==> src/rtl/stoch_pkg.sv <==
// Shared types and constants for the stochastic adder run controller.
// Holds the FSM state encoding and the default carry-counter ceiling.
package stoch_pkg;

    localparam int COUNTER_SIZE_DEF = 8;
    localparam int CNT_MAX          = (1 << COUNTER_SIZE_DEF) - 1;

    typedef enum logic [2:0] {
        S_IDLE,
        S_CLEAR,
        S_RUN,
        S_FLUSH,
        S_WAIT,
        S_DONE
    } state_t;

endpackage

==> src/rtl/stoch_add_core.sv <==
// Saturating carry counter of the stochastic bitstream adder.
// Emits one output bit per enabled step and keeps the leftover carry.
module stoch_add_core #(
    parameter int COUNTER_SIZE = 8
) (
    input  logic                    i_clk,
    input  logic                    i_rst_n,
    input  logic                    i_clr,
    input  logic                    i_en,
    input  logic                    i_a,
    input  logic                    i_b,
    output logic                    o_yc,
    output logic [COUNTER_SIZE-1:0] o_cnt_nxt,
    output logic                    o_sat
);

    logic [COUNTER_SIZE-1:0] r_cnt;
    logic [COUNTER_SIZE:0]   w_c;
    logic [COUNTER_SIZE:0]   w_d;

    // Add both operand bits to the carry, emit a one if anything is held,
    // and clamp the remaining carry at the counter ceiling.
    always_comb begin
        w_c       = {1'b0, r_cnt}
                  + {{COUNTER_SIZE{1'b0}}, i_a}
                  + {{COUNTER_SIZE{1'b0}}, i_b};
        o_yc      = (w_c != '0);
        w_d       = w_c - {{COUNTER_SIZE{1'b0}}, o_yc};
        o_sat     = w_d[COUNTER_SIZE];
        o_cnt_nxt = o_sat ? {COUNTER_SIZE{1'b1}}
                          : w_d[COUNTER_SIZE-1:0];
    end

    // Carry register: synchronous clear has priority over a step.
    always_ff @(posedge i_clk or negedge i_rst_n) begin
        if (!i_rst_n) begin
            r_cnt <= '0;
        end else if (i_clr) begin
            r_cnt <= '0;
        end else if (i_en) begin
            r_cnt <= o_cnt_nxt;
        end
    end

endmodule

==> src/rtl/stoch_add_seq.sv <==
// Run controller for one stochastic bitstream adder: clears the carry,
// requests len bit pairs, optionally drains the carry, counts output ones.
module stoch_add_seq
    import stoch_pkg::*;
#(
    parameter int COUNTER_SIZE = 8,
    parameter int LEN_WIDTH    = 10
) (
    input  logic                              CLK,
    input  logic                              nRST,
    input  logic                              start,
    input  logic [LEN_WIDTH-1:0]              len,
    input  logic                              flush_en,
    input  logic                              a,
    input  logic                              b,
    output logic                              bit_req,
    output logic                              y,
    output logic                              y_valid,
    output logic                              busy,
    output logic                              done,
    output logic [LEN_WIDTH+COUNTER_SIZE-1:0] ones_count,
    output logic [COUNTER_SIZE-1:0]           residue,
    output logic                              sat
);

    localparam int OW = LEN_WIDTH + COUNTER_SIZE;

    state_t                  r_state;
    state_t                  w_next;
    logic [LEN_WIDTH-1:0]    r_len_cnt;
    logic                    r_flush;
    logic                    r_y;
    logic                    r_y_valid;
    logic [OW-1:0]           r_ones;
    logic [COUNTER_SIZE-1:0] r_residue;
    logic                    r_sat;

    logic                    w_step;
    logic                    w_run;
    logic                    w_clr;
    logic                    w_yc;
    logic                    w_sat;
    logic [COUNTER_SIZE-1:0] w_cnt_nxt;

    assign w_run  = (r_state == S_RUN);
    assign w_step = w_run || (r_state == S_FLUSH);
    assign w_clr  = (r_state == S_CLEAR);

    stoch_add_core #(
        .COUNTER_SIZE(COUNTER_SIZE)
    ) u_core (
        .i_clk     (CLK),
        .i_rst_n   (nRST),
        .i_clr     (w_clr),
        .i_en      (w_step),
        .i_a       (a & w_run),
        .i_b       (b & w_run),
        .o_yc      (w_yc),
        .o_cnt_nxt (w_cnt_nxt),
        .o_sat     (w_sat)
    );

    // State register.
    always_ff @(posedge CLK or negedge nRST) begin
        if (!nRST) begin
            r_state <= S_IDLE;
        end else begin
            r_state <= w_next;
        end
    end

    // Next-state logic and state-decoded outputs.
    always_comb begin
        w_next  = r_state;
        bit_req = 1'b0;
        busy    = 1'b1;
        done    = 1'b0;
        unique case (r_state)
            S_IDLE: begin
                busy = 1'b0;
                if (start) begin
                    w_next = (len != '0) ? S_CLEAR : S_DONE;
                end
            end
            S_CLEAR: begin
                w_next = S_RUN;
            end
            S_RUN: begin
                bit_req = 1'b1;
                if (r_len_cnt == LEN_WIDTH'(1)) begin
                    w_next = (r_flush && (w_cnt_nxt != '0))
                           ? S_FLUSH : S_WAIT;
                end
            end
            S_FLUSH: begin
                if (w_cnt_nxt == '0) begin
                    w_next = S_WAIT;
                end
            end
            S_WAIT: begin
                w_next = S_DONE;
            end
            S_DONE: begin
                done   = 1'b1;
                w_next = S_IDLE;
            end
            default: begin
                w_next = S_IDLE;
            end
        endcase
    end

    // Run bookkeeping: length counter, output bit pipeline, result registers.
    always_ff @(posedge CLK or negedge nRST) begin
        if (!nRST) begin
            r_len_cnt <= '0;
            r_flush   <= 1'b0;
            r_y       <= 1'b0;
            r_y_valid <= 1'b0;
            r_ones    <= '0;
            r_residue <= '0;
            r_sat     <= 1'b0;
        end else begin
            r_y       <= w_step & w_yc;
            r_y_valid <= w_step;
            if (r_y_valid && r_y) begin
                r_ones <= r_ones + OW'(1);
            end
            if (w_step && w_sat) begin
                r_sat <= 1'b1;
            end
            unique case (r_state)
                S_IDLE: begin
                    if (start) begin
                        r_len_cnt <= len;
                        r_flush   <= flush_en;
                        if (len == '0) begin
                            r_ones    <= '0;
                            r_residue <= '0;
                            r_sat     <= 1'b0;
                        end
                    end
                end
                S_CLEAR: begin
                    r_ones <= '0;
                    r_sat  <= 1'b0;
                end
                S_RUN: begin
                    r_len_cnt <= r_len_cnt - LEN_WIDTH'(1);
                    if (r_len_cnt == LEN_WIDTH'(1)) begin
                        r_residue <= w_cnt_nxt;
                    end
                end
                default: begin
                end
            endcase
        end
    end

    assign y          = r_y;
    assign y_valid    = r_y_valid;
    assign ones_count = r_ones;
    assign residue    = r_residue;
    assign sat        = r_sat;

endmodule
==> config.mk <==
export PLATFORM = sky130hd
export DESIGN_NAME = stoch_add_seq
export DESIGN_NICKNAME = d
export VERILOG_FILES = /design/src/rtl/stoch_pkg.sv /design/src/rtl/stoch_add_core.sv /design/src/rtl/stoch_add_seq.sv
export SDC_FILE = /design/constraint.sdc
export NUM_CORES = 1
export LEC_CHECK = 0
export BUFFER_PORTS_ARGS = -buffer_cell sky130_fd_sc_hd__clkbuf_2
export CORE_MARGIN = 4
export CORE_UTILIZATION = 46
export CTS_CLUSTER_SIZE = 8
export DETAILED_ROUTE_END_ITERATION = 10
export HOLD_SLACK_MARGIN = 0.03
export PLACE_DENSITY = 0.69
export REMOVE_ABC_BUFFERS = 1
export SLEW_MARGIN = 25
export SYNTH_ARGS = -nofsm -noshare
export SYNTH_HDL_FRONTEND = slang
export SYNTH_SLANG_ARGS = --single-unit
==> constraint.sdc <==
create_clock -name CLK -period 6.05 [get_ports CLK]
set_clock_uncertainty 0.2 [all_clocks]
set_input_delay 0.3025 -clock CLK [delete_from_list [all_inputs] [get_ports CLK]]
set_output_delay 0.3025 -clock CLK [all_outputs]
set_load 0.05 [all_outputs]
==> flow_metrics.env, run 1 <==
export IMPL_status="completed"
export IMPL_fin_util_pct=55.3
export IMPL_die_area_mm2=0.00775
export IMPL_cts_setup_buffers=0
export IMPL_min_path_cells=3
export IMPL_path_max_fanout=12
export IMPL_ys_ff_latch=51
export IMPL_startpoint_type="flip-flop"
export IMPL_vias_per_cell=5.67
export IMPL_setup_viol=0
export IMPL_io_pins=48
export IMPL_slowest_stage="or4_1"
export IMPL_final_cell_mix="dfrtp_1 (51), clkbuf_2 (47), nand2_1 (46), nor2_1 (43), xor2_1 (18)"
export IMPL_avgSynthCellArea_um2=9.06
export IMPL_fin_crit_ns=5.34
export IMPL_slew_headroom_pct=49.2
export IMPL_ant_nets=0
export IMPL_cts_sinks=51
export IMPL_synth_edf_count=0
export IMPL_ys_types=56
export IMPL_grt_usage_pct=18.8
export IMPL_finalHoldViolCount=0
export IMPL_grt_pass1_vias=2434
export IMPL_crit_type="reg2reg"
export IMPL_num_rows=28
export IMPL_mostFrequentLayoutCell="dfrtp_1"
export IMPL_clockRootBuffer="clkbuf_8"
export IMPL_rrSetupSlack_ns=0.71
export IMPL_grt_max_degree=52
export IMPL_antenna_cells=0
export IMPL_yosys_warnings=0
export IMPL_critPathArrivalTime_ns=5.34
export IMPL_finalWirelength_um=6830
export IMPL_p_per_area_mw_per_mm2=504
export IMPL_final_net_count=390
export IMPL_die_width_um=88.0
export IMPL_grt_ovfl_total=0
export IMPL_dieHeight_um=88.0
export IMPL_cap_viol_max_count=0
export IMPL_p_leak_nw=1.57
export IMPL_synth_area_mm2=0.00295
export IMPL_cts_tree="built"
export IMPL_fin_crit_sh_pct=88.2
export IMPL_drive_gt1_share_pct=17.1
export IMPL_hpwl_um=4950
export IMPL_yosysSeqAreaShare_pct=43.3
export IMPL_clkTransAtPathRegs_ns=0.09
export IMPL_grt_pass1_wl_um=11600
export IMPL_max_freq_mhz=187
export IMPL_reg2reg_from="r_state[2]"
export IMPL_first_pass_iters=4
export IMPL_synthFlopType="dfrtp_1"
export IMPL_initial_utilization_pct=48.6
export IMPL_numCtsBuffers=5
export IMPL_crit_chain="nand2b_1, inv_2, nand2b_1, inv_2, and2_1, fa_1, ha_1, and3_1, a311oi_1, a31oi_1, nor2_1, nand3_1, ha_1, ha_1, xnor2_1, nand2b_1, or4_1, nor3_2, a311o_1, nand2_1"
export IMPL_cts_buffer_depth=2
export IMPL_slew_viol_final=0
export IMPL_wl_per_cell_um=15.4
export IMPL_tightest_slew_ns=0.758
export IMPL_drc_errors=0
export IMPL_max_stage_delay_ns=0.54
export IMPL_tns_ns=0
export IMPL_min_to="r_len_cnt[2]"
export IMPL_core_area_mm2=0.00606
export IMPL_syn2layout_area_growth_pct=13.8
export IMPL_async_flop_share_pct=100
export IMPL_insertion_delay_ns=0.32
export IMPL_portBuffers=47
export IMPL_rsz0062_at_grt="no"
export IMPL_vias=2511
export IMPL_syn_inst=325
export IMPL_startpoint="r_state[2]"
export IMPL_peakVddDrop_mv=0.285
export IMPL_rr_endpoint="r_state[1]"
export IMPL_crit_path_end_kind="flip-flop"
export IMPL_rr_worst_depth=20
export IMPL_routabilityCongestion=0.891
export IMPL_crit_required_ns=6.05
export IMPL_antenna_found_initial=0
export IMPL_worstHoldPathType="in2reg"
export IMPL_htreeDepth=2
export IMPL_hold_start="len[2]"
export IMPL_drtIter0Drc=186
-- worst max path at each step --
stage | end | slack, ns | cells after the start
floorplan | r_state[1] | 1.15 | 20
global placement | r_state[1] | 0.93 | 20
detailed placement | r_state[1] | 0.77 | 20
CTS | r_state[1] | 0.73 | 20
global route | r_state[1] | 0.37 | 20
finish | r_state[1] | 0.71 | 20
-- metrics by stage --
step | hold WS (ns) | std cells | power, mW | instance area, um2 | worst slack (ns)
2_1_floorplan | -0.193 | 308 | 1.21 | 2860 | 1.15
3_3_place_gp | 0.258 | 431 | 1.42 | 3200 | 0.932
3_5_place_dp | 0.263 | 431 | 1.43 | 3200 | 0.773
4_1_cts | 0.0328 | 443 | 1.69 | 3350 | 0.730
5_1_grt | 0.0566 | 443 | 1.81 | 3350 | 0.369
6_report | 0.0327 | 443 | 1.69 | 3350 | 0.712
-- registers in the layout, indices dropped and copies added, names as in the netlist --
signal / flops
ones_count: 18
r_flush: 1
r_len_cnt: 10
r_state: 3
residue: 8
sat: 1
u_core.r_cnt: 8
y: 1
y_valid: 1
-- layout make-up --
| cell class | count | area [um2] |
|---|---|---|
| inverters | 10 | 37.5 |
| repair buffers | 52 | 283 |
| multi-input cells | 247 | 1550 |
| well taps | 75 | 93.8 |
| flip-flops and latches | 51 | 1280 |
| clock buffers | 5 | 68.8 |
| fillers | 556 | 2710 |
| clock inverters | 3 | 46.3 |
-- cell usage after synthesis (6+ instances only) --
library cell | n | area [um2]
dfrtp_1 | 51 | 1280
clkbuf_1 | 11 | 41.3
o211ai_1 | 8 | 60.1
nor2_1 | 43 | 161
xor2_1 | 18 | 158
ha_1 | 6 | 75.1
a21oi_1 | 8 | 40.0
inv_1 | 7 | 26.3
nor3_1 | 12 | 60.1
and2_1 | 6 | 37.5
nand3_1 | 15 | 75.1
nand2_1 | 46 | 173
xnor2_1 | 15 | 131
a22oi_1 | 7 | 52.6
-- report_power, final --
group          internal (mW)  switching (mW)
registers              0.431           0.126
clock network          0.125           0.122
logic                  0.319           0.566
total                  0.875           0.814
-- cells by family (layout without fill, tap and decap cells) --
| group | count (synthesis) | in the layout | synth area share (%) |
|---|---|---|---|
| adders and majority gates | 7 | 7 | 3.23 |
| xor gates and xnor gates | 33 | 33 | 9.81 |
| AOI/OAI and AO/OA | 55 | 55 | 14.6 |
| and+or+nand+nor | 149 | 149 | 23.9 |
| muxes | 3 | 3 | 1.02 |
| DFF | 51 | 51 | 43.3 |
| buffers and inverters | 27 | 70 | 4.12 |
-- routing by layer --
layer | share of wire [%] | wire, um | track usage, % | up-vias
met1 | 49 | 3340 | 27.4 | 1181
met3 | 6.4 | 439 | 3.29 | 12
met4 | 1.3 | 89 | 5.77 | 0
li1 | - | - | - | 1219
met2 | 43 | 2960 | 28.6 | 99
met5 | 0 | 0 | 0 | -
-- critical path, delay by kind of cell (launching register included) --
| family | cells | cell delay, ns |
|---|---|---|
| AND/OR/NAND/NOR | 10 | 2.22 |
| adder cells (fa/ha/maj) | 4 | 1.28 |
| AO/OA/AOI/OAI | 3 | 0.55 |
| flip-flops | 1 | 0.48 |
| buffers and inverters | 2 | 0.31 |
| XOR/XNOR | 1 | 0.16 |
-- repair_timing --
item / in CTS / in global routing
endpoints found under the hold margin: 54 / 0
resized for setup: 0 / 0
hold buffers: 4 / 0
No activity file was read; power rests on OpenSTA's default activity.
==> inputs of run 2 (changes only) <==
--- a/config.mk
+++ b/config.mk
@@ -6,11 +6,11 @@
 export NUM_CORES = 1
 export LEC_CHECK = 0
 export BUFFER_PORTS_ARGS = -buffer_cell sky130_fd_sc_hd__clkbuf_2
-export CORE_MARGIN = 4
 export CORE_UTILIZATION = 46
 export CTS_CLUSTER_SIZE = 8
 export DETAILED_ROUTE_END_ITERATION = 10
 export HOLD_SLACK_MARGIN = 0.03
+export MAX_ROUTING_LAYER = met4
 export PLACE_DENSITY = 0.69
 export REMOVE_ABC_BUFFERS = 1
 export SLEW_MARGIN = 25
==> run 2 against run 1 <==
Effect of this change: utilization decreased by 0.64 points; clock power decreased by 16%; total power decreased by 3.6%; count of clock-buffer cells in the layout increased by 1; worst hold slack improved by 0.012 ns; wire length decreased by 7.7%; global-route usage increased by 2.5 points; final cell count decreased by 0.45%; first-iteration DRC count increased by 17%; critical path type unchanged; critical endpoint unchanged; largest cell class unchanged; highest routed layer unchanged.
==> flow_metrics.env, run 2 (same netlist as run 1, synthesis figures left out) <==
export IMPL_wl_per_cell_um=14.3
export IMPL_finish_instance_area_mm2=0.00331
export IMPL_die_area_mm2=0.00673
export IMPL_finalWirelength_um=6310
export IMPL_rr_worst_depth=20
export IMPL_grt_ovfl_total=0
export IMPL_io_pins=48
export IMPL_finalHoldViolCount=0
export IMPL_path_max_fanout=12
export IMPL_clkTransAtPathRegs_ns=0.10
export IMPL_p_leak_nw=1.56
export IMPL_peakVddDrop_mv=0.264
export IMPL_dp_cells=431
export IMPL_final_net_count=388
export IMPL_clockRootBuffer="clkbuf_8"
export IMPL_cts_tree="built"
export IMPL_dieHeight_um=82.0
export IMPL_drive_gt1_share_pct=17.2
export IMPL_timing_final_ws_setup_ns=0.632
export IMPL_p_per_area_mw_per_mm2=491
export IMPL_final_cell_mix="dfrtp_1 (51), clkbuf_2 (47), nand2_1 (46), nor2_1 (43), xor2_1 (18)"
export IMPL_fin_cells=441
export IMPL_ant_nets=0
export IMPL_rsz0062_at_grt="no"
export IMPL_vias_per_cell=5.56
export IMPL_first_pass_iters=4
export IMPL_fin_crit_sh_pct=89.5
export IMPL_tightest_slew_ns=0.668
export IMPL_fin_crit_ns=5.42
export IMPL_crit_required_ns=6.04
export IMPL_crit_chain="nand2b_1, inv_2, nand2b_1, inv_2, and2_1, fa_1, ha_1, and3_1, a311oi_1, a31oi_1, nor2_1, nand3_1, ha_1, ha_1, xnor2_1, nand2b_1, or4_1, nor3_2, a311o_1, nand2_1"
export IMPL_worstHoldPathType="in2reg"
export IMPL_setup_viol=0
export IMPL_drc_errors=0
export IMPL_min_path_cells=3
export IMPL_hpwl_um=4640
export IMPL_tns_ns=0
export IMPL_initial_utilization_pct=48.6
export IMPL_vias=2450
export IMPL_antenna_found_initial=0
export IMPL_core_area_mm2=0.00606
export IMPL_insertion_delay_ns=0.31
export IMPL_crit_type="reg2reg"
export IMPL_drtIter0Drc=218
export IMPL_antenna_cells=0
export IMPL_max_freq_mhz=185
export IMPL_syn2layout_area_growth_pct=12.5
export IMPL_slowest_stage="or4_1"
export IMPL_die_width_um=82.0
export IMPL_whs_ns=0.0444
export IMPL_grt_max_degree=52
export IMPL_slew_headroom_pct=55.3
export IMPL_power_mw=1.63
export IMPL_status="completed"
export IMPL_cts_sinks=51
export IMPL_portBuffers=47
export IMPL_mostFrequentLayoutCell="dfrtp_1"
export IMPL_grt_pass1_vias=2236
export IMPL_cap_viol_max_count=0
export IMPL_num_rows=28
export IMPL_dp_slack_ns=0.679
export IMPL_grt_pass1_wl_um=10600
export IMPL_slew_viol_final=0
export IMPL_numCtsBuffers=5
export IMPL_critPathArrivalTime_ns=5.41
export IMPL_fin_util_pct=54.7
export IMPL_largest_reg_flops=18
export IMPL_placedInstanceArea_mm2=0.00320
export IMPL_htreeDepth=2
export IMPL_cts_buffer_depth=2
export IMPL_grt_usage_pct=21.3
export IMPL_routabilityCongestion=0.939
export IMPL_max_stage_delay_ns=0.54
export IMPL_crit_path_end_kind="flip-flop"
export IMPL_cts_resized=0
export IMPL_startpoint_type="flip-flop"
-- run 2: changes by cell type in the layout (fill, tap and decap cells not counted) --
cell	change
bufinv_16	-1
dlygate4sd3_1	-2
clkinvlp_4	-1
clkinv_2	+1
clkbuf_8	+1
-- run 2: worst max-delay path: cells and delay by family (launching register included) --
family	cells	cell delay, ns
xor gates and xnor gates	1	0.16
adders and majority gates	4	1.26
DFF	1	0.49
AOI/OAI and AO/OA	3	0.60
buffers and inverters	2	0.32
and+or+nand+nor	10	2.26
-- run 2: power by group --
group / switching (mW) / leakage, nW / internal [mW]
clock network: 0.113 / 0.0516 / 0.0937
logic: 0.549 / 0.843 / 0.315
registers: 0.125 / 0.665 / 0.431
total: 0.787 / 1.56 / 0.840
-- run 2: final timing paths --
check / slack [ns] / start / end
worst max register to register: 0.63 / r_state[2] / r_state[1]
max in group asynchronous: 4.79 / nRST / residue[6]
worst min-delay path: 0.04 / len[2] / r_len_cnt[2]
worst min register to register: 0.30 / residue[7] / residue[7]
worst max-delay path: 0.63 / r_state[2] / r_state[1]
min in group asynchronous: 0.43 / nRST / ones_count[4]
-- run 2: per-layer routing --
layer / GRT usage [%] / share of wire [%]
met3: 3.44 / 5.2
met4: 5.79 / 0.48
met2: 30.2 / 44
met5: - / 0
met1: 31.1 / 51
-- run 2: what timing repair did --
action                    in CTS  in global routing
setup buffers                  0                  0
hold endpoints to repair      52                  0
hold buffers                   2                  0
-- run 2: area by class of cell --
| class | instances | area (um2) |
|---|---|---|
| flip-flops and latches | 51 | 1280 |
| multi-input cells | 247 | 1550 |
| repair buffers | 50 | 263 |
| clock buffers | 6 | 82.6 |
| clock inverters | 2 | 13.8 |
| inverters | 10 | 37.5 |
| well taps | 75 | 93.8 |
| fillers | 563 | 2750 |
==> inputs of run 3 (changes only) <==
--- a/config.mk
+++ b/config.mk
@@ -5,13 +5,13 @@
 export SDC_FILE = /design/constraint.sdc
 export NUM_CORES = 1
 export LEC_CHECK = 0
-export BUFFER_PORTS_ARGS = -buffer_cell sky130_fd_sc_hd__clkbuf_2
 export CORE_UTILIZATION = 46
 export CTS_CLUSTER_SIZE = 8
 export DETAILED_ROUTE_END_ITERATION = 10
+export DONT_BUFFER_PORTS = 1
 export HOLD_SLACK_MARGIN = 0.03
 export MAX_ROUTING_LAYER = met4
-export PLACE_DENSITY = 0.69
+export PLACE_DENSITY = 0.63
 export REMOVE_ABC_BUFFERS = 1
 export SLEW_MARGIN = 25
 export SYNTH_ARGS = -nofsm -noshare
==> run 3 against run 2 <==
Effect of this change: total power grew 2.2%; die area is the same; global-route usage grew 0.49 points; first-iteration DRC count shrank 26%; count of clock-buffer cells in the layout shrank 1; critical endpoint unchanged; combinational power shrank 9.0%; utilization shrank 1.4 points; largest cell class unchanged; sequential power grew 14%; critical path depth is the same; worst setup slack lost 0.14 ns; final cell count shrank 8.2%; wire length grew 5.4%.
==> flow_metrics.env, run 3 (same netlist as run 1, synthesis figures left out) <==
export IMPL_hpwl_um=4750
export IMPL_tns_ns=0
export IMPL_core_area_mm2=0.00606
export IMPL_final_net_count=352
export IMPL_ant_nets=0
export IMPL_dp_cells=383
export IMPL_critPathBufInv=2
export IMPL_wl_per_cell_um=16.4
export IMPL_crit_family="simple AND/OR/NAND/NOR gates"
export IMPL_fin_crit_ns=5.56
export IMPL_max_stage_delay_ns=0.55
export IMPL_portBuffers=0
export IMPL_finalWirelength_um=6650
export IMPL_vias=2374
export IMPL_antenna_found_initial=0
export IMPL_vias_per_cell=5.86
export IMPL_reg2reg_from="r_state[2]"
export IMPL_crit_chain="nand2b_1, inv_2, nand2b_1, inv_2, and2_1, fa_1, ha_1, and3_1, a311oi_1, a31oi_1, nor2_1, nand3_1, ha_1, ha_1, xnor2_1, nand2b_1, or4_1, nor3_2, a311o_1, nand2_1"
export IMPL_die_area_mm2=0.00673
export IMPL_max_freq_mhz=180
export IMPL_slew_viol_final=0
export IMPL_drc_errors=0
export IMPL_grt_ovfl_total=0
export IMPL_worstHoldPathType="in2reg"
export IMPL_grt_pass1_wl_um=10600
export IMPL_io_pins=48
export IMPL_clockRootBuffer="clkbuf_8"
export IMPL_drtIter0Drc=162
export IMPL_num_rows=28
export IMPL_startpoint="r_state[2]"
export IMPL_syn2layout_area_growth_pct=9.60
export IMPL_drive_gt1_share_pct=4.85
export IMPL_slowest_stage="or4_1"
export IMPL_p_leak_nw=1.41
export IMPL_die_width_um=82.0
export IMPL_largest_reg_flops=18
export IMPL_crit_type="reg2reg"
export IMPL_startpoint_type="flip-flop"
export IMPL_cts_resized=0
export IMPL_rrSetupSlack_ns=0.49
export IMPL_finalHoldViolCount=0
export IMPL_antenna_cells=0
export IMPL_slew_headroom_pct=52.2
export IMPL_peakVddDrop_mv=0.330
export IMPL_mostFrequentLayoutCell="dfrtp_1"
export IMPL_dieHeight_um=82.0
export IMPL_min_path_cells=3
export IMPL_cts_sinks=51
export IMPL_crit_required_ns=6.05
export IMPL_tightest_slew_ns=0.714
export IMPL_initial_utilization_pct=48.6
export IMPL_numCtsBuffers=5
export IMPL_cap_viol_max_count=0
export IMPL_path_max_fanout=12
export IMPL_routabilityCongestion=0.934
export IMPL_cts_buffer_depth=2
export IMPL_fin_crit_sh_pct=91.8
export IMPL_cp_depth=20
export IMPL_cts_tree="built"
export IMPL_rr_worst_depth=20
export IMPL_fin_cells=405
export IMPL_insertion_delay_ns=0.31
export IMPL_crit_end="r_state[1]"
export IMPL_rsz0062_at_grt="no"
export IMPL_setup_viol=0
export IMPL_p_per_area_mw_per_mm2=515
export IMPL_cts_setup_buffers=0
export IMPL_final_cell_mix="dfrtp_1 (51), nand2_1 (46), nor2_1 (43), xor2_1 (18)"
export IMPL_grt_max_degree=52
export IMPL_grt_usage_pct=21.7
export IMPL_clkTransAtPathRegs_ns=0.10
export IMPL_critPathArrivalTime_ns=5.56
export IMPL_first_pass_iters=4
export IMPL_htreeDepth=2
export IMPL_crit_path_end_kind="flip-flop"
export IMPL_rr_endpoint="r_state[1]"
export IMPL_status="completed"
export IMPL_grt_pass1_vias=2186
[run 3: cell types whose count changed in the layout (fill, tap and decap cells not counted), sizes merged]
cell	previous run	this run
clkinvlp	0	1
clkbuf	53	5
clkinv	1	0
dlygate4sd3	2	13
bufinv	0	1
[run 3: metrics by stage]
step	utilization [%]	setup WS (ns)	area [um2]	power, mW	hold WS [ns]
after CTS	53.3	0.561	3230	1.66	0.221
after global placement	48.8	0.757	2960	1.39	-0.190
final	53.3	0.495	3230	1.66	0.219
after detailed placement	48.8	0.575	2960	1.39	-0.190
after global routing	53.3	0.0415	3230	1.78	0.244
after floorplan	-	1.15	2860	1.21	-0.193
[run 3: tightest hold or removal path, cell delays in order]
cell and delay [ns]:
nand2_1 0.20, nand2_1 0.14, nand2_1 0.05
[run 3: layout make-up]
cell class,instances,area [um2]
Fill cell,564,2830
Multi-Input combinational cell,247,1550
Clock inverter,3,46.3
Timing Repair Buffer,14,158
Sequential cell,51,1280
Clock buffer,5,68.8
Tap cell,75,93.8
Inverter,10,37.5
[run 3: where the power goes]
group	internal [mW]	switching, mW
sequential	0.430	0.202
clock	0.125	0.120
combinational	0.302	0.485
[run 3: worst min path at each step]
stage          start             to  slack [ns]
2_1_floorplan   nRST  ones_count[0]       -0.19
3_3_place_gp    nRST              y       -0.19
3_5_place_dp    nRST              y       -0.19
4_1_cts        start        r_flush        0.22
5_1_grt        start        r_flush        0.24
6_report       start        r_flush        0.22
[run 3: timing repair]
| action | 4_1_cts | 5_1_grt |
|---|---|---|
| setup endpoints to repair | 0 | 0 |
| hold buffers | 14 | 0 |
| hold endpoints to repair | 63 | 0 |
[run 3: metal layers]
metal | wire (um) | vias up | track usage (%)
met1 | 3080 | 1133 | 29.6
li1 | - | 1147 | -
met3 | 396 | 5 | 5.22
met5 | 0 | - | -
met4 | 67 | 0 | 6.14
met2 | 3100 | 89 | 32.1
